### src/rtl/la_checkbits_monitor.sv
// Monitors the firmware checkbits word (la_output[31:16]), debounces it and
// tracks the ordered self-test phases to a sticky pass / fail / timeout verdict.
module la_checkbits_monitor #(
    parameter int          NUM_PHASES     = 4,
    parameter logic [31:0] PHASE_NIBBLES  = 32'h0000_5124,
    parameter int          STABLE_CYCLES  = 2,
    parameter int          TIMEOUT_CYCLES = 400000
) (
    input  logic                  core_clk,
    input  logic                  core_rst,
    input  logic                  enable,
    input  logic                  clear,
    input  logic [15:0]           checkbits,
    output logic                  busy,
    output logic [2:0]            phase,
    output logic [NUM_PHASES-1:0] pass_mask,
    output logic                  done,
    output logic                  pass,
    output logic                  fail,
    output logic                  timeout,
    output logic [15:0]           fail_code,
    output logic                  evt_valid,
    output logic [15:0]           evt_code
);

    typedef enum logic [1:0] {S_IDLE, S_RUN, S_DONE_PASS, S_DONE_FAIL} state_t;
    typedef enum logic [1:0] {K_NONE, K_START, K_PASS, K_FAIL} kind_t;
    typedef struct packed {
        logic       hit;
        kind_t      kind;
        logic [2:0] idx;
    } dec_t;

    localparam logic [3:0]  STABLE_Q  = 4'(STABLE_CYCLES);
    localparam logic [2:0]  LAST_PH   = 3'(NUM_PHASES - 1);
    localparam logic [31:0] TMO_LIMIT = 32'(TIMEOUT_CYCLES);

    // Lowest-numbered phase wins if the nibble table contains duplicates.
    function automatic dec_t decode(input logic [15:0] w);
        dec_t d;
        d = '{hit: 1'b0, kind: K_NONE, idx: 3'd0};
        if (w[15:8] == 8'hA0 && w[3:0] == 4'h0)      d.kind = K_START;
        else if (w[15:8] == 8'hAB && w[3:0] == 4'h1) d.kind = K_PASS;
        else if (w[15:8] == 8'hAB && w[3:0] == 4'h0) d.kind = K_FAIL;
        for (int i = NUM_PHASES - 1; i >= 0; i--) begin
            if (PHASE_NIBBLES[4*i +: 4] == w[7:4]) begin
                d.hit = (d.kind != K_NONE);
                d.idx = 3'(i);
            end
        end
        return d;
    endfunction

    logic [15:0]           smp_q;
    logic [3:0]            cnt_q, cnt_d;
    logic                  stale_q, stale_d;
    logic                  accept;
    logic [31:0]           tmo_q, tmo_d;
    logic                  tmo_hit;
    state_t                state_q, state_d;
    logic [2:0]            phase_q, phase_d;
    logic                  await_q, await_d;
    logic [NUM_PHASES-1:0] mask_q, mask_d;
    logic [15:0]           fcode_q, fcode_d;
    logic                  tmo_flag_q, tmo_flag_d;
    logic                  evt_v_q, evt_v_d;
    logic [15:0]           evt_code_q, evt_code_d;
    logic                  busy_q, busy_d;
    logic                  done_now;
    logic                  bad;
    dec_t                  dec;

    assign done_now = (state_q == S_DONE_PASS) || (state_q == S_DONE_FAIL);
    // stale_q blocks a second acceptance while cnt sits saturated at STABLE_CYCLES
    assign accept   = enable && (cnt_q == STABLE_Q) && !stale_q;

    always_comb begin
        cnt_d   = cnt_q;
        stale_d = stale_q | accept;
        if (!enable) begin
            cnt_d   = 4'd0;
            stale_d = 1'b0;
        end else if (checkbits !== smp_q) begin
            cnt_d   = 4'd1;
            stale_d = 1'b0;
        end else if (cnt_q != 4'd15) begin
            cnt_d = cnt_q + 4'd1;
        end
    end

    always_comb begin
        tmo_d = tmo_q;
        if (enable && !done_now) tmo_d = tmo_q + 32'd1;
        tmo_hit = enable && !done_now && (tmo_d >= TMO_LIMIT);
    end

    always_comb begin
        state_d    = state_q;
        phase_d    = phase_q;
        await_d    = await_q;
        mask_d     = mask_q;
        fcode_d    = fcode_q;
        tmo_flag_d = tmo_flag_q;
        evt_v_d    = 1'b0;
        evt_code_d = evt_code_q;
        bad        = 1'b0;
        dec        = decode(smp_q);
        if (accept && !done_now && dec.hit) begin
            evt_v_d    = 1'b1;
            evt_code_d = smp_q;
            case (state_q)
                S_IDLE: begin
                    if (dec.kind == K_START && dec.idx == 3'd0) state_d = S_RUN;
                    else bad = 1'b1;
                end
                S_RUN: begin
                    if (dec.kind == K_FAIL) begin
                        bad = 1'b1;
                    end else if (!await_q) begin
                        if (dec.kind == K_PASS && dec.idx == phase_q) begin
                            mask_d = mask_q | (NUM_PHASES'(1) << phase_q);
                            if (phase_q == LAST_PH) begin
                                state_d = S_DONE_PASS;
                            end else begin
                                phase_d = phase_q + 3'd1;
                                await_d = 1'b1;
                            end
                        end else if (!(dec.kind == K_START && dec.idx == phase_q)) begin
                            bad = 1'b1;
                        end
                    end else begin
                        // Between PASS(i-1) and START(i): a late repeat of START(i-1) is tolerated.
                        if (dec.kind == K_START && dec.idx == phase_q) await_d = 1'b0;
                        else if (!(dec.kind == K_START && dec.idx == phase_q - 3'd1)) bad = 1'b1;
                    end
                end
                default: ;
            endcase
            if (bad) begin
                state_d = S_DONE_FAIL;
                fcode_d = smp_q;
            end
        end
        if (tmo_hit && (state_d == S_IDLE || state_d == S_RUN)) begin
            state_d    = S_DONE_FAIL;
            tmo_flag_d = 1'b1;
            fcode_d    = 16'h0000;
        end
        busy_d = (state_d == S_RUN) || (state_d == S_IDLE && enable);
    end

    always_ff @(posedge core_clk) begin
        smp_q <= checkbits;
        if (core_rst || clear) begin
            cnt_q      <= 4'd0;
            stale_q    <= 1'b0;
            tmo_q      <= 32'd0;
            state_q    <= S_IDLE;
            phase_q    <= 3'd0;
            await_q    <= 1'b0;
            mask_q     <= '0;
            fcode_q    <= 16'h0000;
            tmo_flag_q <= 1'b0;
            evt_v_q    <= 1'b0;
            evt_code_q <= 16'h0000;
            busy_q     <= 1'b0;
        end else begin
            cnt_q      <= cnt_d;
            stale_q    <= stale_d;
            tmo_q      <= tmo_d;
            state_q    <= state_d;
            phase_q    <= phase_d;
            await_q    <= await_d;
            mask_q     <= mask_d;
            fcode_q    <= fcode_d;
            tmo_flag_q <= tmo_flag_d;
            evt_v_q    <= evt_v_d;
            evt_code_q <= evt_code_d;
            busy_q     <= busy_d;
        end
    end

    assign busy      = busy_q;
    assign phase     = phase_q;
    assign pass_mask = mask_q;
    assign done      = done_now;
    assign pass      = (state_q == S_DONE_PASS);
    assign fail      = (state_q == S_DONE_FAIL);
    assign timeout   = tmo_flag_q;
    assign fail_code = fcode_q;
    assign evt_valid = evt_v_q;
    assign evt_code  = evt_code_q;

endmodule

### config.mk
export PLATFORM = sky130hd
export DESIGN_NAME = la_checkbits_monitor
export DESIGN_NICKNAME = d
export VERILOG_FILES = /design/src/rtl/la_checkbits_monitor.sv
export SDC_FILE = /design/constraint.sdc
export NUM_CORES = 1
export LEC_CHECK = 0
export CAP_MARGIN = 20
export CORE_MARGIN = 1.5
export CORE_UTILIZATION = 35
export DETAILED_ROUTE_END_ITERATION = 10
export PLACE_DENSITY = 0.59
export RECOVER_POWER = 50
export REMOVE_ABC_BUFFERS = 1
export SLEW_MARGIN = 30
export SYNTH_ARGS = -nofsm -noshare
export SYNTH_HDL_FRONTEND = slang
export SYNTH_SLANG_ARGS = --single-unit
### constraint.sdc
create_clock -name core_clk -period 3.66 [get_ports core_clk]
set_input_delay 0.915 -clock core_clk [delete_from_list [all_inputs] [get_ports core_clk]]
set_output_delay 0.915 -clock core_clk [all_outputs]
set_load 0.02 [all_outputs]
==> flow_metrics.env <==
export IMPL_ys_types=60
export IMPL_drc_errors=0
export IMPL_synthCells=482
export IMPL_grt_max_degree=32
export IMPL_synthArstFlopShare_pct=0
export IMPL_overflow=0
export IMPL_swShare_pct=22.00
export IMPL_cts_buffer_depth=2
export IMPL_cts_hold_buf=0
export IMPL_cts_resized=0
export IMPL_ant_nets=0
export IMPL_grt_pass1_vias=3583
export IMPL_p_leak_nw=2.139
export IMPL_synth_ff_type="dfxtp_1"
export IMPL_ir_drop_uv=337.1
export IMPL_maxCapViolCount=0
export IMPL_seqPwrFrac_pct=50.7
export IMPL_crit_path_max_fanout=10
export IMPL_grt_util_all_layers_pct=16.56
export IMPL_via_per_inst=4.924
export IMPL_worstPathArrival_ns=3.75
export IMPL_yosys_warnings=0
export IMPL_rows=41
export IMPL_hpwl_um=7830
export IMPL_hold_depth=2
export IMPL_fin_hold_ws_ns=0.4578
export IMPL_fillers=1259
export IMPL_fp_coreArea_um2=12520
export IMPL_wl_um=10440
export IMPL_slew_headroom_pct=32.78
export IMPL_cts_made_buffers=9
export IMPL_die_w_um=116.0
export IMPL_layout_setup_ws_ns=0.2037
export IMPL_clock_sinks=98
export IMPL_worstSetupStartpointType="input port"
export IMPL_post_synth_cell_area_avg_um2=9.278
export IMPL_start_util_pct=35.73
export IMPL_cts_tree="yes"
export IMPL_post_place_ws_ns=-0.08372
export IMPL_dieHeight_um=116.0
export IMPL_drt_pass1_iterations=4
export IMPL_numPortBuffers=64
export IMPL_avgRoutedWirePerCell_um=14.11
export IMPL_synth_yosys_seq_area_share_pct=43.87
export IMPL_place_congestion=0.8204
export IMPL_dieArea_um2=13460
export IMPL_htree_num_levels=3
export IMPL_initialDrtViolationCount=132
export IMPL_antenna_cells=0
export IMPL_comb_power_share_pct=3.7
export IMPL_clockRootBuffer="clkbuf_16"
export IMPL_drive_above_1_share_pct=9.683
export IMPL_io_pin_count=65
export IMPL_clock_latency_ns=0.35
export IMPL_vias=3644
export IMPL_synth_area_um2=4472
export IMPL_hp_class="reg2reg"
export IMPL_hold_viol=0
export IMPL_path_clk_slew_ns=0.07
export IMPL_reg2reg_depth=9
export IMPL_max_slew_worst_pin_slew_ns=1.008
export IMPL_syn_to_final_growth_pct=27.78
export IMPL_clkPwrFrac_pct=45.6
export IMPL_ys_seq_elements=98
export IMPL_cp_end_kind="register"
export IMPL_required_ns=3.95
export IMPL_synth_edff_count=0
export IMPL_max_freq_ghz=0.2893
export IMPL_setup_viol=0
export IMPL_switchingPower_mw=0.4729
export IMPL_finalMaxSlewViolations=0
export IMPL_antenna_found_initial=0
export IMPL_skew_ns=0.01005
export IMPL_run_status="finished clean"
export IMPL_rsz0062_at_grt="no"
export IMPL_fin_crit_ns=3.456
export IMPL_crit_type="in2reg"
export IMPL_nets=592
export IMPL_period_share_pct=94.43
export IMPL_power_internal_mw=1.677
export IMPL_grt_pass1_wl_um=17440
export IMPL_powerDensity_nw_per_um2=376.3
export IMPL_post_cts_buffers=0
==> final timing paths <==
path,start,to,slack [ns]
hold / removal,timeout,timeout,0.46
hold reg to reg,timeout,timeout,0.46
setup / recovery,enable,fail_code[2],0.20
setup reg to reg,tmo_q[7],fail_code[2],0.57
==> per-stage QoR <==
stage | instances | TNS (ns) | utilization [%] | cell area, µm² | total power [mW]
floorplan | 461 | 0 | - | 4372 | 1.154
global placement | 724 | -1.243 | 43.38 | 5430 | 1.200
detailed placement | 724 | -0.8957 | 43.38 | 5430 | 1.201
CTS | 740 | 0 | 45.84 | 5738 | 2.185
global route | 740 | 0 | 45.65 | 5714 | 2.232
finish | 740 | 0 | 45.65 | 5714 | 2.150
==> layout by cell type, fill, tap and decap left out, types with 4 or more instances in the layout <==
| cell | synthesis | layout |
|---|---|---|
| o21ai_0 | 5 | 5 |
| dlygate4sd3_1 | 0 | 56 |
| and3_1 | 11 | 11 |
| nor4_1 | 12 | 12 |
| nor4_2 | 4 | 4 |
| nor2b_1 | 10 | 10 |
| a21oi_1 | 15 | 15 |
| xor2_1 | 9 | 9 |
| clkbuf_1 | 14 | 5 |
| clkbuf_16 | 0 | 9 |
| a211oi_1 | 9 | 9 |
| nand3_1 | 17 | 17 |
| xnor2_1 | 41 | 41 |
| mux2i_1 | 15 | 15 |
| ha_1 | 9 | 9 |
| dfxtp_1 | 98 | 98 |
| or4_1 | 3 | 4 |
| or3_1 | 6 | 6 |
| nor2_1 | 63 | 63 |
| inv_6 | 0 | 4 |
| nand2_1 | 24 | 24 |
| nand2b_1 | 5 | 5 |
| and2_1 | 14 | 14 |
| nand4_1 | 17 | 17 |
| buf_4 | 1 | 23 |
| clkdlybuf4s50_1 | 0 | 8 |
| inv_1 | 14 | 14 |
| nor3_1 | 7 | 8 |
| o31ai_1 | 5 | 5 |
==> power by group through the flow <==
stage	Sequential, mW	Combinational, mW	Clock (mW)
after global routing	1.09	0.0873	1.05
after detailed placement	1.12	0.0853	0
final	1.09	0.0788	0.981
after global placement	1.12	0.0842	0
after CTS	1.09	0.0857	1.01
after floorplan	1.11	0.0422	0
==> cell type report <==
class                      count  area (µm²)  share of cell area (%)
clock buffer                  11       242.7                   4.248
clock inverter                 5       65.06                   1.139
inverter                      14       52.55                  0.9196
multi-input combinational    349        2349                   41.10
sequential                    98        1962                   34.33
tap                          172       215.2                   3.766
timing repair buffer          91       828.3                   14.50
==> per-layer routing <==
metal | wire length [µm] | GRT usage (%)
met2 | 5147 | 28.16
met3 | 501 | 4.393
met4 | 126 | 4.959
met5 | 0 | 0
met1 | 4662 | 20.58
==> cells in the mapped netlist (all sizes together), types with 11 or more instances <==
library cell   n  area share (%)
a21oi         15             1.7
and2          14             2.0
and3          11             1.5
clkbuf        14             1.2
dfxtp         98              44
inv           14             1.2
mux2i         15             3.4
nand2         24             2.0
nand3         17             1.9
nand4         18             2.9
nor2          63             5.3
nor4          16             2.8
xnor2         41             8.0
==> critical path, stage by stage <==
cell	delay [ns]
clkdlybuf4s50_1	0.52
nand4b_2	0.12
or4_1	0.55
nor4_1	0.37
xor2_1	0.16
nor4_2	0.32
o211ai_2	0.19
a31oi_4	0.24
buf_4	0.18
and3_1	0.16
==> sequential cells by signal (all words and copies together) (netlist names) <==
name       cells
pass_mask      4
state_q        2
phase          3
fail_code     16
cnt_q          4
await_q        1
stale_q        1
evt_valid      1
tmo_q         32
busy           1
smp_q         16
timeout        1
evt_code      16
==> logic make-up after synthesis <==
kind of cell / share of synthesized area [%]
flip-flops: 43.87
multiplexers: 3.609
AO/OA/AOI/OAI: 9.625
buffers and inverters: 3.414
adder cells (fa/ha/maj): 2.518
XOR/XNOR: 9.793
AND/OR/NAND/NOR: 27.17
Note: power is estimated with default switching activity, not from simulation.
